<file path="config.mk">
export PLATFORM = sky130hd
export DESIGN_NAME = data_mem_responder
export DESIGN_NICKNAME = d
export VERILOG_FILES = /design/src/rtl/data_mem_responder.sv
export SDC_FILE = /design/constraint.sdc
export NUM_CORES = 2
export LEC_CHECK = 0
export BUFFER_PORTS_ARGS = -buffer_cell sky130_fd_sc_hd__buf_2
export CAP_MARGIN = 20
export CELL_PAD_IN_SITES_DETAIL_PLACEMENT = 0
export CELL_PAD_IN_SITES_GLOBAL_PLACEMENT = 1
export CORE_UTILIZATION = 30
export DETAILED_ROUTE_END_ITERATION = 8
export MAX_ROUTING_LAYER = met4
export PLACE_DENSITY = 0.55
export SYNTH_ARGS = -nofsm -noshare
export SYNTH_HDL_FRONTEND = slang
export SYNTH_SLANG_ARGS = --single-unit
</file>
<file path="constraint.sdc">
create_clock -name clk -period 6.6 [get_ports clk]
set_clock_uncertainty 0.15 [all_clocks]
set_input_delay 0.99 -clock clk [delete_from_list [all_inputs] [get_ports clk]]
set_output_delay 0.99 -clock clk [all_outputs]
set_load 0.05 [all_outputs]
</file>
<file path="src/rtl/data_mem_responder.sv">
`default_nettype none
// ============================================================================
//  Module      : data_mem_responder
//  Description : Responder side of the arm_cpu data-memory interface. Serves
//                core reads/writes from an internal word RAM and a memory-
//                mapped I/O register at the all-ones address. Reads take
//                RD_LAT clock edges and stall the core through mem_ready.
//                Optional build macro DMEM_ACCESS_CNT_EN adds read/write
//                access counters, readable at all-ones minus 1 (reads) and
//                all-ones minus 2 (writes).
//  Revision    : 1.0 - initial release
// ============================================================================
module data_mem_responder #(
    parameter int BITS   = 16,
    parameter int AW     = 8,
    parameter int RD_LAT = 2
) (
    input  logic            clk,
    input  logic            rst,
    input  logic [BITS-1:0] mem_addr,
    input  logic [BITS-1:0] mem_data,
    input  logic            mem_rd,
    input  logic            mem_wr,
    output logic [BITS-1:0] mem_data_out,
    output logic            mem_ready,
    output logic            mem_err,
    input  logic [BITS-1:0] io_in,
    output logic [BITS-1:0] io_out,
    output logic            io_valid
);

    // Wait counter only needs to hold RD_LAT-1
    localparam int              c_CW      = (RD_LAT > 1) ? $clog2(RD_LAT) : 1;
    localparam logic [BITS-1:0] c_IO_ADDR = {BITS{1'b1}};

    typedef enum logic [0:0] {
        IDLE = 1'b0,
        WAIT = 1'b1
    } state_t;

    state_t            r_state;
    logic [c_CW-1:0]   r_cnt;
    logic [BITS-1:0]   r_rdData;
    logic [BITS-1:0]   r_ram [2**AW];

    logic              w_isRam;
    logic              w_isIo;
    logic              w_isCnt;
    logic              w_mapped;
    logic              w_rdReq;
    logic              w_wrReq;
    logic              w_both;
    logic [BITS-1:0]   w_rdData;

`ifdef DMEM_ACCESS_CNT_EN
    localparam logic [BITS-1:0] c_RDCNT_ADDR = c_IO_ADDR - BITS'(1);
    localparam logic [BITS-1:0] c_WRCNT_ADDR = c_IO_ADDR - BITS'(2);

    logic [15:0] r_rdCnt;
    logic [15:0] r_wrCnt;
    logic        w_isRdCnt;
    logic        w_isWrCnt;

    assign w_isRdCnt = (mem_addr == c_RDCNT_ADDR);
    assign w_isWrCnt = (mem_addr == c_WRCNT_ADDR);
    assign w_isCnt   = w_isRdCnt | w_isWrCnt;
`else
    assign w_isCnt   = 1'b0;
`endif

    assign w_isRam  = ((mem_addr >> AW) == '0);
    assign w_isIo   = (mem_addr == c_IO_ADDR);
    assign w_mapped = w_isRam | w_isIo | w_isCnt;

    // New requests are only recognised while idle
    assign w_rdReq  = (r_state == IDLE) &&  mem_rd && !mem_wr;
    assign w_wrReq  = (r_state == IDLE) && !mem_rd &&  mem_wr;
    assign w_both   = (r_state == IDLE) &&  mem_rd &&  mem_wr;

    // Select the read source for the address presented this cycle
    always_comb begin
        w_rdData = '0;
        if (w_isRam) begin
            w_rdData = r_ram[mem_addr[AW-1:0]];
        end else if (w_isIo) begin
            w_rdData = io_in;
`ifdef DMEM_ACCESS_CNT_EN
        end else if (w_isRdCnt) begin
            w_rdData = BITS'(r_rdCnt);
        end else if (w_isWrCnt) begin
            w_rdData = BITS'(r_wrCnt);
`endif
        end
    end

    // RAM write port; contents survive reset
    always_ff @(posedge clk) begin
        if (!rst && w_wrReq && w_isRam) begin
            r_ram[mem_addr[AW-1:0]] <= mem_data;
        end
    end

    // Request FSM with registered responses; read data is captured at accept
    always_ff @(posedge clk or posedge rst) begin
        if (rst) begin
            r_state      <= IDLE;
            r_cnt        <= '0;
            r_rdData     <= '0;
            mem_data_out <= '0;
            mem_ready    <= 1'b1;
            mem_err      <= 1'b0;
            io_out       <= '0;
            io_valid     <= 1'b0;
        end else begin
            mem_err  <= 1'b0;
            io_valid <= 1'b0;
            case (r_state)
                IDLE: begin
                    if (w_both) begin
                        mem_err <= 1'b1;
                    end else if (w_wrReq) begin
                        if (w_isIo) begin
                            io_out   <= mem_data;
                            io_valid <= 1'b1;
                        end else if (!w_mapped) begin
                            mem_err <= 1'b1;
                        end
                    end else if (w_rdReq) begin
                        if (!w_mapped) begin
                            mem_err <= 1'b1;
                        end
                        if (RD_LAT == 1) begin
                            mem_data_out <= w_rdData;
                        end else begin
                            r_rdData  <= w_rdData;
                            r_cnt     <= c_CW'(RD_LAT - 1);
                            mem_ready <= 1'b0;
                            r_state   <= WAIT;
                        end
                    end
                end
                WAIT: begin
                    if (r_cnt == c_CW'(1)) begin
                        mem_data_out <= r_rdData;
                        mem_ready    <= 1'b1;
                        r_cnt        <= '0;
                        r_state      <= IDLE;
                    end else begin
                        r_cnt <= r_cnt - c_CW'(1);
                    end
                end
                default: r_state <= IDLE;
            endcase
        end
    end

`ifdef DMEM_ACCESS_CNT_EN
    // Access counters; a counter read returns the pre-increment value
    always_ff @(posedge clk or posedge rst) begin
        if (rst) begin
            r_rdCnt <= '0;
            r_wrCnt <= '0;
        end else begin
            if (w_rdReq && w_mapped) begin
                r_rdCnt <= r_rdCnt + 16'd1;
            end
            if (w_wrReq && (w_isRam || w_isIo)) begin
                r_wrCnt <= r_wrCnt + 16'd1;
            end
        end
    end
`endif

endmodule
`default_nettype wire

</file>
==> run metrics <==
Worst Tran Pin Value=1420 ps; Final Slew Violations=0; Ys Warns=0; clk sink count=4149; vias in the first global route=81300; Routed WL=514000 um; Max Freq=0.198 GHz; total leakage power=58.0 nW; part of the power in registers=51.5%; CTS Hold Buffers Added=1; Post-CTS Resized=0; H-Tree Depth=5; hold crit path type=input pin to flop; pin count of the biggest net entering global routing=181; crit-path cells=buf_12 > buf_4 > mux4_2 > mux2_2 > o221ai_1 > a31oi_1 > o21ai_0 > nand3_1 > o31ai_1 > a21oi_1; Max-cap violations=0; max incr delay on CP=1040 ps; Clk Latency, worst-skew pair=1090 ps; critical path arrival=5730 ps; Psw=0.0127 W; core area=0.529 mm2; unrepaired setup endpoints after global routing=no; first-pass GRT wire length=697000 um; gr ovfl total=0; DR iter-0 viols=10900; Num CTS Buffers=431; post-synthesis register bit count=4149; worst setup path class=input pin to flop; Pwr Density=304 mW/mm2; IO buf count=86; area delta synth->final=16.6%; syn_nets=7405; antenna violations before repair=46; register area share after synthesis=78.0%; synthesized cell area=0.159 mm2; Layout Nets=8018; antenna viol nets, final=0; ys flop type=edfxtp_1; Root Buffer Master=clkbuf_16; ys async rst share=1.28%; Die Y-Extent=731 um; status=completed; Mean Syn Cell Area=21.7 um2; Worst setup SP type=input pin; Logic pwr share=5.5%; Internal=0.0438 W; Rel. slew slack=5.54%; via count=81200; R2R Setup Slk=1980 ps; synthesized instance count=7353; Max IR drop VDD=0.000239 V; CP Data Required Time=7280 ps; fin crit period=5050 ps; clock group share of total power=43.0%; CTS Buffer Depth=4; first-pass detailed-route iteration total=6; routability congestion estimate=0.947; HPWL after detailed placement=323000 um; Reg clk slew, reported paths=70 ps; Unique masters post-synth=67; io pins=87; crit-path max FO=77; CTS tree=yes; Post-synth EDFFs=4096; Setup violations, final=0; layout cell share with drive strength beyond 1=28.3%; Placement Rows=267; overall power=0.0565 W; Avg WL per Cell=33.5 um; DRC=0; vias per inst=5.30; final hold vios=0; Slowest-stage cell, CP=o31ai_1; postcts setup bufs=0; overall global routing resource usage=19.3%; die width=731 um; Die Area=0.534 mm2; Setup crit end kind=flop; Initial Utilization=30.1%; fin crit share=76.6%; sw frac=22.5%; post-route setup TNS=0 ps
-- layer usage --
layer | up-vias | global-route usage [%] | wire (um)
li1 | 32200 | - | -
met1 | 44700 | 25.3 | 211000
met3 | 785 | 4.88 | 46400
met5 | - | - | 0
met2 | 3608 | 29.8 | 239000
met4 | 0 | 5.72 | 18000
-- cells in the mapped netlist (all sizes together) (40+ instances only) --
| master | number | area share [%] |
|---|---|---|
| edfxtp | 4096 | 77 |
| mux4 | 947 | 13 |
| nor2 | 396 | 0.93 |
| mux2i | 337 | 2.1 |
| buf | 284 | 1.1 |
| nand2 | 250 | 0.59 |
| clkbuf | 134 | 0.32 |
| o21ai | 117 | 0.37 |
| a21oi | 109 | 0.34 |
| a22oi | 90 | 0.42 |
| o22ai | 87 | 0.34 |
| a221oi | 53 | 0.29 |
| dfrtp | 52 | 0.82 |
| a31oi | 45 | 0.18 |
| mux2 | 45 | 0.32 |
| nand3 | 40 | 0.13 |
-- final timing paths --
kind,end,startpoint,cells after the start
min,mem_err,mem_rd,3
max in group asynchronous,io_out[0],rst,4
min in group asynchronous,r_rdData[6],rst,3
max,r_rdData[3],mem_addr[1],10
min reg2reg,mem_data_out[1],mem_data_out[1],1
max reg2reg,r_ram[127][8],r_state,7
-- power groups by stage --
stage / logic [W] / clock network, W / registers [W]
after detailed placement: 0.00309 / 0 / 0.0297
after floorplan: 0.00137 / 0 / 0.0297
final: 0.00309 / 0.0243 / 0.0291
after global routing: 0.00319 / 0.0256 / 0.0291
after global placement: 0.00305 / 0 / 0.0297
after CTS: 0.00309 / 0.0247 / 0.0291
-- worst max-delay path, delay by kind of cell --
kind            cells  cell delay, ps
buf+inv             2             960
compound gates      5            2200
simple gates        1             370
mux                 2             770
-- flip-flops by register name (all words and copies together) (netlist names) --
name	cells
r_ram	4096
io_out	16
mem_data_out	16
r_rdData	16
io_valid	1
mem_err	1
mem_ready	1
r_cnt	1
r_state	1
-- stage by stage --
| step | instance area [um2] | worst slack (ps) | hold slack, ps | cells | utilization (%) |
|---|---|---|---|---|---|
| 3_5_place_dp | 172000 | 853 | 347 | 14500 | 32.5 |
| 2_1_floorplan | 159000 | 2490 | 317 | 7353 | - |
| 5_1_grt | 186000 | 1680 | 281 | 15300 | 35.1 |
| 4_1_cts | 186000 | 1890 | 217 | 15300 | 35.1 |
| 6_report | 186000 | 1550 | 283 | 15300 | 35.1 |
| 3_3_place_gp | 171000 | 816 | 343 | 14500 | 32.3 |
-- cell type report --
| type | instances | area (um2) |
|---|---|---|
| fillers | 49000 | 343000 |
| flip-flops and latches | 4149 | 124000 |
| multi-input cells | 2779 | 33400 |
| clock buffers | 542 | 11300 |
| well taps | 6994 | 8750 |
| repair buffers | 598 | 5430 |
| clock inverters | 239 | 2610 |
| diodes | 21 | 52.6 |
| inverters | 7 | 41.3 |
-- cells in the final DEF (no fill, tap or decap), types with 45 or more instances in the layout --
cell type	Yosys	final
a21oi_1	109	109
a221oi_1	53	53
a22oi_1	90	90
buf_2	133	65
buf_4	84	421
buf_8	0	48
clkbuf_1	134	102
clkbuf_16	0	436
clkinv_1	0	90
clkinv_2	1	71
dfrtp_1	52	52
edfxtp_1	4096	4096
mux2_2	45	45
mux2i_1	337	337
mux4_2	947	947
nand2_1	249	234
nor2_1	396	266
nor2_2	0	128
o21ai_0	117	115
o22ai_1	87	87
-- cell families (layout without fill, tap and decap cells) --
kind of cell               Yosys count  count (layout)  synth area share, %
other                                0              21                    0
buffers and inverters              425            1386                 1.40
DFF                               4149            4149                 78.0
AOI/OAI and AO/OA                  642             642                 2.67
adders and majority gates            1               1              0.00628
muxes                             1329            1329                 15.8
and+or+nand+nor                    806             806                 2.14
xor gates and xnor gates             1               1              0.00549
(Power assumes the default switching activity.)
